[config.mk]
export PLATFORM = sky130hd
export DESIGN_NAME = pi_error_sequencer_flat
export DESIGN_NICKNAME = d
export VERILOG_FILES = /design/src/rtl/pi_error_sequencer_if.sv /design/src/rtl/pi_error_sequencer.sv /design/src/flat_wrapper.sv
export SDC_FILE = /design/constraint.sdc
export NUM_CORES = 1
export LEC_CHECK = 0
export BUFFER_PORTS_ARGS = -buffer_cell sky130_fd_sc_hd__buf_2
export CAP_MARGIN = 15
export CELL_PAD_IN_SITES_DETAIL_PLACEMENT = 2
export CELL_PAD_IN_SITES_GLOBAL_PLACEMENT = 2
export CORE_MARGIN = 2
export CORE_UTILIZATION = 33
export CTS_CLUSTER_DIAMETER = 60
export DETAILED_ROUTE_END_ITERATION = 7
export PLACE_DENSITY_LB_ADDON = 0.1
export SETUP_SLACK_MARGIN = 0.3
export SYNTH_ARGS = -nofsm -noshare
export SYNTH_HDL_FRONTEND = slang
export SYNTH_SLANG_ARGS = --single-unit
[constraint.sdc]
create_clock -name clk -period 3.2 [get_ports clk]
set_input_delay 0.64 -clock clk [delete_from_list [all_inputs] [get_ports clk]]
set_output_delay 0.64 -clock clk [all_outputs]
set_load 0.1 [all_outputs]
[src/rtl/pi_error_sequencer_if.sv]
// Sample-side handshake and integrator-side strobes of the PI error sequencer.
// The master drives samples and collects ek/strobes; the slave is the sequencer.
interface pi_error_sequencer_if #(
  parameter int N = 18
);
  logic signed [N-1:0] ref_in;
  logic signed [N-1:0] sample_in;
  logic                sample_valid;
  logic                sample_ready;
  logic                hold;
  logic signed [N-1:0] ek;
  logic                en1;
  logic                en2;
  logic                busy;
  logic                sat_flag;

  modport master (
    output ref_in, sample_in, sample_valid, hold,
    input  sample_ready, ek, en1, en2, busy, sat_flag
  );

  modport slave (
    input  ref_in, sample_in, sample_valid, hold,
    output sample_ready, ek, en1, en2, busy, sat_flag
  );
endinterface

[src/rtl/pi_error_sequencer.sv]
// Producer side of the integral-term interface: captures ref-sample as a saturated ek,
// holds it while the integrator pipeline settles, and issues one en1/en2 pair per sample.
module pi_error_sequencer #(
  parameter int N   = 18,
  parameter int LAT = 3
) (
  input  logic                  clk,
  input  logic                  reset,
  pi_error_sequencer_if.slave   bus
);
  localparam int CW = (LAT < 1) ? 1 : $clog2(LAT + 1);

  typedef enum logic [1:0] {IDLE, HOLD, COMMIT} state_e;

  state_e              state_q, state_d;
  logic [CW-1:0]       cnt_q, cnt_d;
  logic signed [N-1:0] ek_q, ek_d;
  logic                sat_q, sat_d;
  logic                en1_q, en1_d;
  logic                en2_q, en2_d;

  logic signed [N:0]   diff;
  logic                ovf;
  logic [N-1:0]        sat_val;
  logic                accept;

  // One extra bit makes the subtraction exact; the top two bits disagree only on overflow.
  always_comb begin
    diff    = {bus.ref_in[N-1], bus.ref_in} - {bus.sample_in[N-1], bus.sample_in};
    ovf     = diff[N] ^ diff[N-1];
    sat_val = diff[N-1:0];
    if (ovf) sat_val = diff[N] ? {1'b1, {(N-1){1'b0}}} : {1'b0, {(N-1){1'b1}}};
  end

  assign accept = (state_q == IDLE) && !bus.hold && bus.sample_valid;

  always_comb begin
    state_d = state_q;
    cnt_d   = cnt_q;
    ek_d    = ek_q;
    sat_d   = sat_q;
    en1_d   = 1'b0;
    en2_d   = 1'b0;
    case (state_q)
      IDLE: if (accept) begin
        ek_d    = sat_val;
        sat_d   = ovf;
        en1_d   = 1'b1;
        cnt_d   = '0;
        state_d = HOLD;
      end
      HOLD: begin
        cnt_d = cnt_q + CW'(1);
        // en2 is registered so it lands exactly in the COMMIT cycle.
        if (cnt_q == CW'(LAT - 1)) begin
          state_d = COMMIT;
          en2_d   = 1'b1;
        end
      end
      COMMIT:  state_d = IDLE;
      default: state_d = IDLE;
    endcase
  end

  always_ff @(posedge clk or negedge reset) begin
    if (!reset) begin
      state_q <= IDLE;
      cnt_q   <= '0;
      ek_q    <= '0;
      sat_q   <= 1'b0;
      en1_q   <= 1'b0;
      en2_q   <= 1'b0;
    end else begin
      state_q <= state_d;
      cnt_q   <= cnt_d;
      ek_q    <= ek_d;
      sat_q   <= sat_d;
      en1_q   <= en1_d;
      en2_q   <= en2_d;
    end
  end

  assign bus.sample_ready = (state_q == IDLE) && !bus.hold;
  assign bus.ek           = ek_q;
  assign bus.sat_flag     = sat_q;
  assign bus.en1          = en1_q;
  assign bus.en2          = en2_q;
  assign bus.busy         = (state_q != IDLE);
endmodule

[src/flat_wrapper.sv]
// flat-port wrapper written by rule: the top's interface ports become plain ports
module pi_error_sequencer_flat 
#(
  parameter int N   = 18,
  parameter int LAT = 3
)
  (clk, reset, bus_ref_in, bus_sample_in, bus_sample_valid, bus_hold, bus_sample_ready, bus_ek, bus_en1, bus_en2, bus_busy, bus_sat_flag);
  pi_error_sequencer_if #(.N(N)) bus_i ();
  input  logic clk;
  input  logic reset;
  input wire logic [$bits(bus_i.ref_in)-1:0] bus_ref_in;
  input wire logic [$bits(bus_i.sample_in)-1:0] bus_sample_in;
  input wire logic [$bits(bus_i.sample_valid)-1:0] bus_sample_valid;
  input wire logic [$bits(bus_i.hold)-1:0] bus_hold;
  output wire logic [$bits(bus_i.sample_ready)-1:0] bus_sample_ready;
  output wire logic [$bits(bus_i.ek)-1:0] bus_ek;
  output wire logic [$bits(bus_i.en1)-1:0] bus_en1;
  output wire logic [$bits(bus_i.en2)-1:0] bus_en2;
  output wire logic [$bits(bus_i.busy)-1:0] bus_busy;
  output wire logic [$bits(bus_i.sat_flag)-1:0] bus_sat_flag;
  assign bus_i.ref_in = bus_ref_in;
  assign bus_i.sample_in = bus_sample_in;
  assign bus_i.sample_valid = bus_sample_valid;
  assign bus_i.hold = bus_hold;
  assign bus_sample_ready = bus_i.sample_ready;
  assign bus_ek = bus_i.ek;
  assign bus_en1 = bus_i.en1;
  assign bus_en2 = bus_i.en2;
  assign bus_busy = bus_i.busy;
  assign bus_sat_flag = bus_i.sat_flag;
  pi_error_sequencer #(.N(N), .LAT(LAT)) u_core (.clk(clk), .reset(reset), .bus(bus_i));
endmodule
==> reports/results.txt <==
In this design, the largest share of critical-path delay is due to compound AO/OA/AOI/OAI gates. The first global-routing pass estimated 10600 um of wire. The async set-reset flop share out of synthesis works out to 1.00. The latest clock arrival within the worst-skew pair is 280 ps, and the setup TNS after final layout is 0 ps. Wires add up to 6640 um.

The number of buffers and inverters on the critical path is 5. Per-instance average area after synthesis: 8.71 um2. Synthesis produced 246 cells. The endpoint identified for the worst register-to-register timing path is u_core.bus.ek[1]$_DFFE_PN0P_. The region available for standard cell placement spans 6310 um2. Relative to the synthesized area, the layout overhead comes to 28.5%. The run finished with clean final reports. The logs give 0 for the number of endpoints with negative hold slack in the final report and 1 for the maximum level of the CTS H-tree. Traced cell by cell, the critical path runs through buf_2 -> inv_2 -> ha_4 -> inv_2 -> fa_2 -> a21o_1 -> a221oi_4 -> nor3_2 -> o221ai_2 -> a222oi_1 -> buf_4 -> buf_4 -> a2111oi_4 -> o21ai_1. After synthesis the cells add up to 2140 um2.

For the number of remaining DRC errors, the log shows 0. The depth of the worst register-to-register path is 8. Routability-driven placement finished with a final weighted congestion of 0.767. For the worst setup path, the data required time is 3370 ps.

The logs give 0 for the leftover overflow at the end of global routing and 0 for the initial antenna violation count. The initial core utilization came out at 0.339. Capturing element type of the critical path: a register. The number of design-rule violations left by the first detailed-router iteration was 78.

Clock tree synthesis inserted a total of 3 buffers. TritonCTS built the clock tree. The peak per-stage delay on the critical path is 360 ps. The detailed router placed 2123 vias in this run.

The largest total area in the synthesized netlist belongs to dfrtp_1. The clock transition at the registers of the reported paths is 90 ps, and the maximum number of pins on one net before global-route repair is 26. Timing endpoint of the critical path: u_core.bus.ek[16]$_DFFE_PN0P_. Setup repair after global routing left no endpoint under its margin.

The number of rows in the core area came out at 29. The total global-route track usage was 0.182. Summed over all cells, the static leakage comes to 1.39 nW. The vertical die dimension works out to 84.6 um. The root buffer selected by CTS was clkbuf_8. The share of the synthesized area in the top cell type is 0.292, and the register bit total from synthesis is 25. Across the routed clock network, the largest skew measured is 7.70 ps. For flop-to-flop paths, the worst setup slack is 1340 ps.

The switching share of power was 0.631; the number of enable-type register cells in the synthesized netlist was 0. The number of gates on the worst path with buffers counted is 14. Detailed placement ended at an HPWL of 5150 um. Of all nets on the critical path, the largest fanout is 4. Among all stages on the critical path, the largest delay is contributed by fa_2.

The run gives 0 as the number of max-slew violations in the final report. The smallest clock period supported by the final layout is computed as 2870 ps. The share of the yosys chip area belonging to registers is 0.292, and the power density over cell area is 915 nW/um2. The sort of element at the start of the critical path was a primary input. The die covers 7160 um2. The commonest non-fill, non-tap cell in the layout is buf_2. For the sequential share of power, the log shows 0.210. Via count normalized by instance count: 5.29. For the worst setup path, the data arrival time is 3040 ps. The tools report the net count of the mapped netlist as 306. The number of violations of the max-capacitance limit is 0, and the chip width is 84.6 um. Once detail routing completed, the nets flagged for antenna violations numbered 0. In the layout the commonest cells are 63 x buf_2, 28 x nand2_1, 25 x dfrtp_1. For the hold slack, the log shows 354 ps. The actual slew at the worst max-slew pin was 568 ps; the clock sink total was 25. Counting along the longest clock path gives a buffer depth of 2. The tools report the area of all placed cells without fillers as 2760 um2. For this design the total switching power over the nets is 1.59 mW. The run gives 2560 um2 as the placement-stage cell area.

0 antenna diodes ended up in the layout. The Yosys step of the flow raised 0 warnings. VDD sags by at most 750 uV.

The run gives 63 as the I/O pin total. The critical path is of the in2reg type. The tools report the number of global-route vias before repair as 2201. Port buffering added 62 buffers. Before antenna repair, the detailed router went through 4 iterations.

The class of the most critical hold timing path is in2async. Synthesis instantiated 51 different standard cells from the library. The clock group share of total power came out at 0.078. Combinational power share: 0.712. The tools report the startpoint of the most critical register-to-register path as u_core.state_q[0]$_DFFE_PN0P_. The average wire per cell in the routed design was 16.5 um; the final setup violation count was 0. By area the synthesized netlist is led by dfrtp_1 29%, ha_1 11%, nand2_1 4.9%.

The relative slew slack came out at 0.611. The tools report the worst setup path startpoint as bus_ref_in[0]. The share of post-route cells with drive strength above 1 was 0.380. Based on the critical path, the design can be clocked at up to 349 MHz. For the number of nets in the final layout, the log shows 385.

The post-route clock period utilization was 0.896; the internal power of the cells was 930 uW. The most instantiated flip-flop cell in the synthesis netlist was dfrtp_1.
[how the worst min path moves through the flow]
stage,slack [ps],cells past startpoint,start,to
after CTS,360,1,reset,u_core.bus.sat_flag$_DFFE_PN0P_
after global routing,390,1,reset,u_core.bus.ek[17]$_DFFE_PN0P_
after floorplan,340,0,reset,u_core.bus.ek[0]$_DFFE_PN0P_
after detailed placement,470,2,u_core.bus.ek[14]$_DFFE_PN0P_,u_core.bus.ek[14]$_DFFE_PN0P_
final,350,1,reset,u_core.bus.ek[2]$_DFFE_PN0P_
after global placement,460,2,u_core.bus.ek[2]$_DFFE_PN0P_,u_core.bus.ek[2]$_DFFE_PN0P_
[what timing repair did]
item	in CTS	in global routing
setup buffers	0	9
setup endpoints to repair	0	19
hold endpoints to repair	0	0
gates resized for setup	0	15
hold buffers	0	0
[stage by stage]
| step | power (mW) | instances | setup slack (ps) | utilization |
|---|---|---|---|---|
| 3_5_place_dp | 2.27 | 387 | 18.2 | 0.405 |
| 6_report | 2.52 | 401 | 332 | 0.436 |
| 2_1_floorplan | 1.95 | 246 | 387 | - |
| 3_3_place_gp | 2.23 | 387 | 87.8 | 0.405 |
| 4_1_cts | 2.47 | 391 | 314 | 0.413 |
| 5_1_grt | 2.65 | 401 | 234 | 0.436 |
[power by group through the flow]
stage	Combinational [mW]	Sequential (mW)	Clock, mW
after global placement	1.70	0.530	0
after CTS	1.74	0.533	0.197
after detailed placement	1.73	0.540	0
after global routing	1.90	0.549	0.208
final	1.79	0.530	0.196
after floorplan	0.577	1.37	0
[cell type report]
class / instances / area, um2
Timing Repair Buffer: 82 / 474
Inverter: 26 / 97.6
Multi-Input combinational cell: 187 / 1420
Clock inverter: 1 / 5.00
Sequential cell: 25 / 626
Clock buffer: 3 / 41.3
Tap cell: 77 / 96.3
Fill cell: 748 / 3560
[registers in the layout, summed over array words and instances, names as in the netlist]
name,flops
u_core.bus.en2,1
u_core.bus.en1,1
u_core.bus.ek,18
u_core.state_q,2
u_core.cnt_q,2
u_core.bus.sat_flag,1
[cell families (layout without fill, tap and decap cells)]
kind of cell,after synthesis,count (layout),synth area share
simple gates,59,59,0.134
flops,25,25,0.292
buf+inv,34,112,0.0771
xor+xnor,14,14,0.0660
fa+ha+maj,20,20,0.120
compound gates,94,94,0.311
[Yosys cell counts (2+ instances only)]
cell,n
nand2_1,28
inv_1,26
dfrtp_1,25
a21oi_1,19
ha_1,19
o21ai_1,17
a21oi_2,9
o21ai_2,9
xnor2_1,9
a21o_1,7
o21ai_0,7
and3_1,6
nor2_1,6
nand3_1,5
o21bai_1,4
xor2_1,4
or2_2,3
a211oi_1,2
a31oi_1,2
buf_2,2
buf_6,2
clkbuf_1,2
nand2b_1,2
nand3b_1,2
nor2b_1,2
o2bb2ai_1,2
[metal layers]
| layer | wire length, um | part of all wire | track usage | up-vias |
|---|---|---|---|---|
| met3 | 218 | 0.033 | 0.0147 | 6 |
| met2 | 3440 | 0.52 | 0.330 | 46 |
| met1 | 2920 | 0.44 | 0.236 | 1046 |
| li1 | - | - | - | 1025 |
| met5 | 0 | 0 | 0 | - |
| met4 | 57 | 0.0086 | 0.0404 | 0 |
[worst reg2reg max path, cell delays in order (launching register included)]
cell and delay [ps]:
dfrtp_1 390, or2_2 310, nor2_2 90, nand2_1 60, buf_4 210, inv_1 240, o21ai_1 140, buf_6 180
o21ai_1 160
No activity file was read; power rests on OpenSTA's default activity.
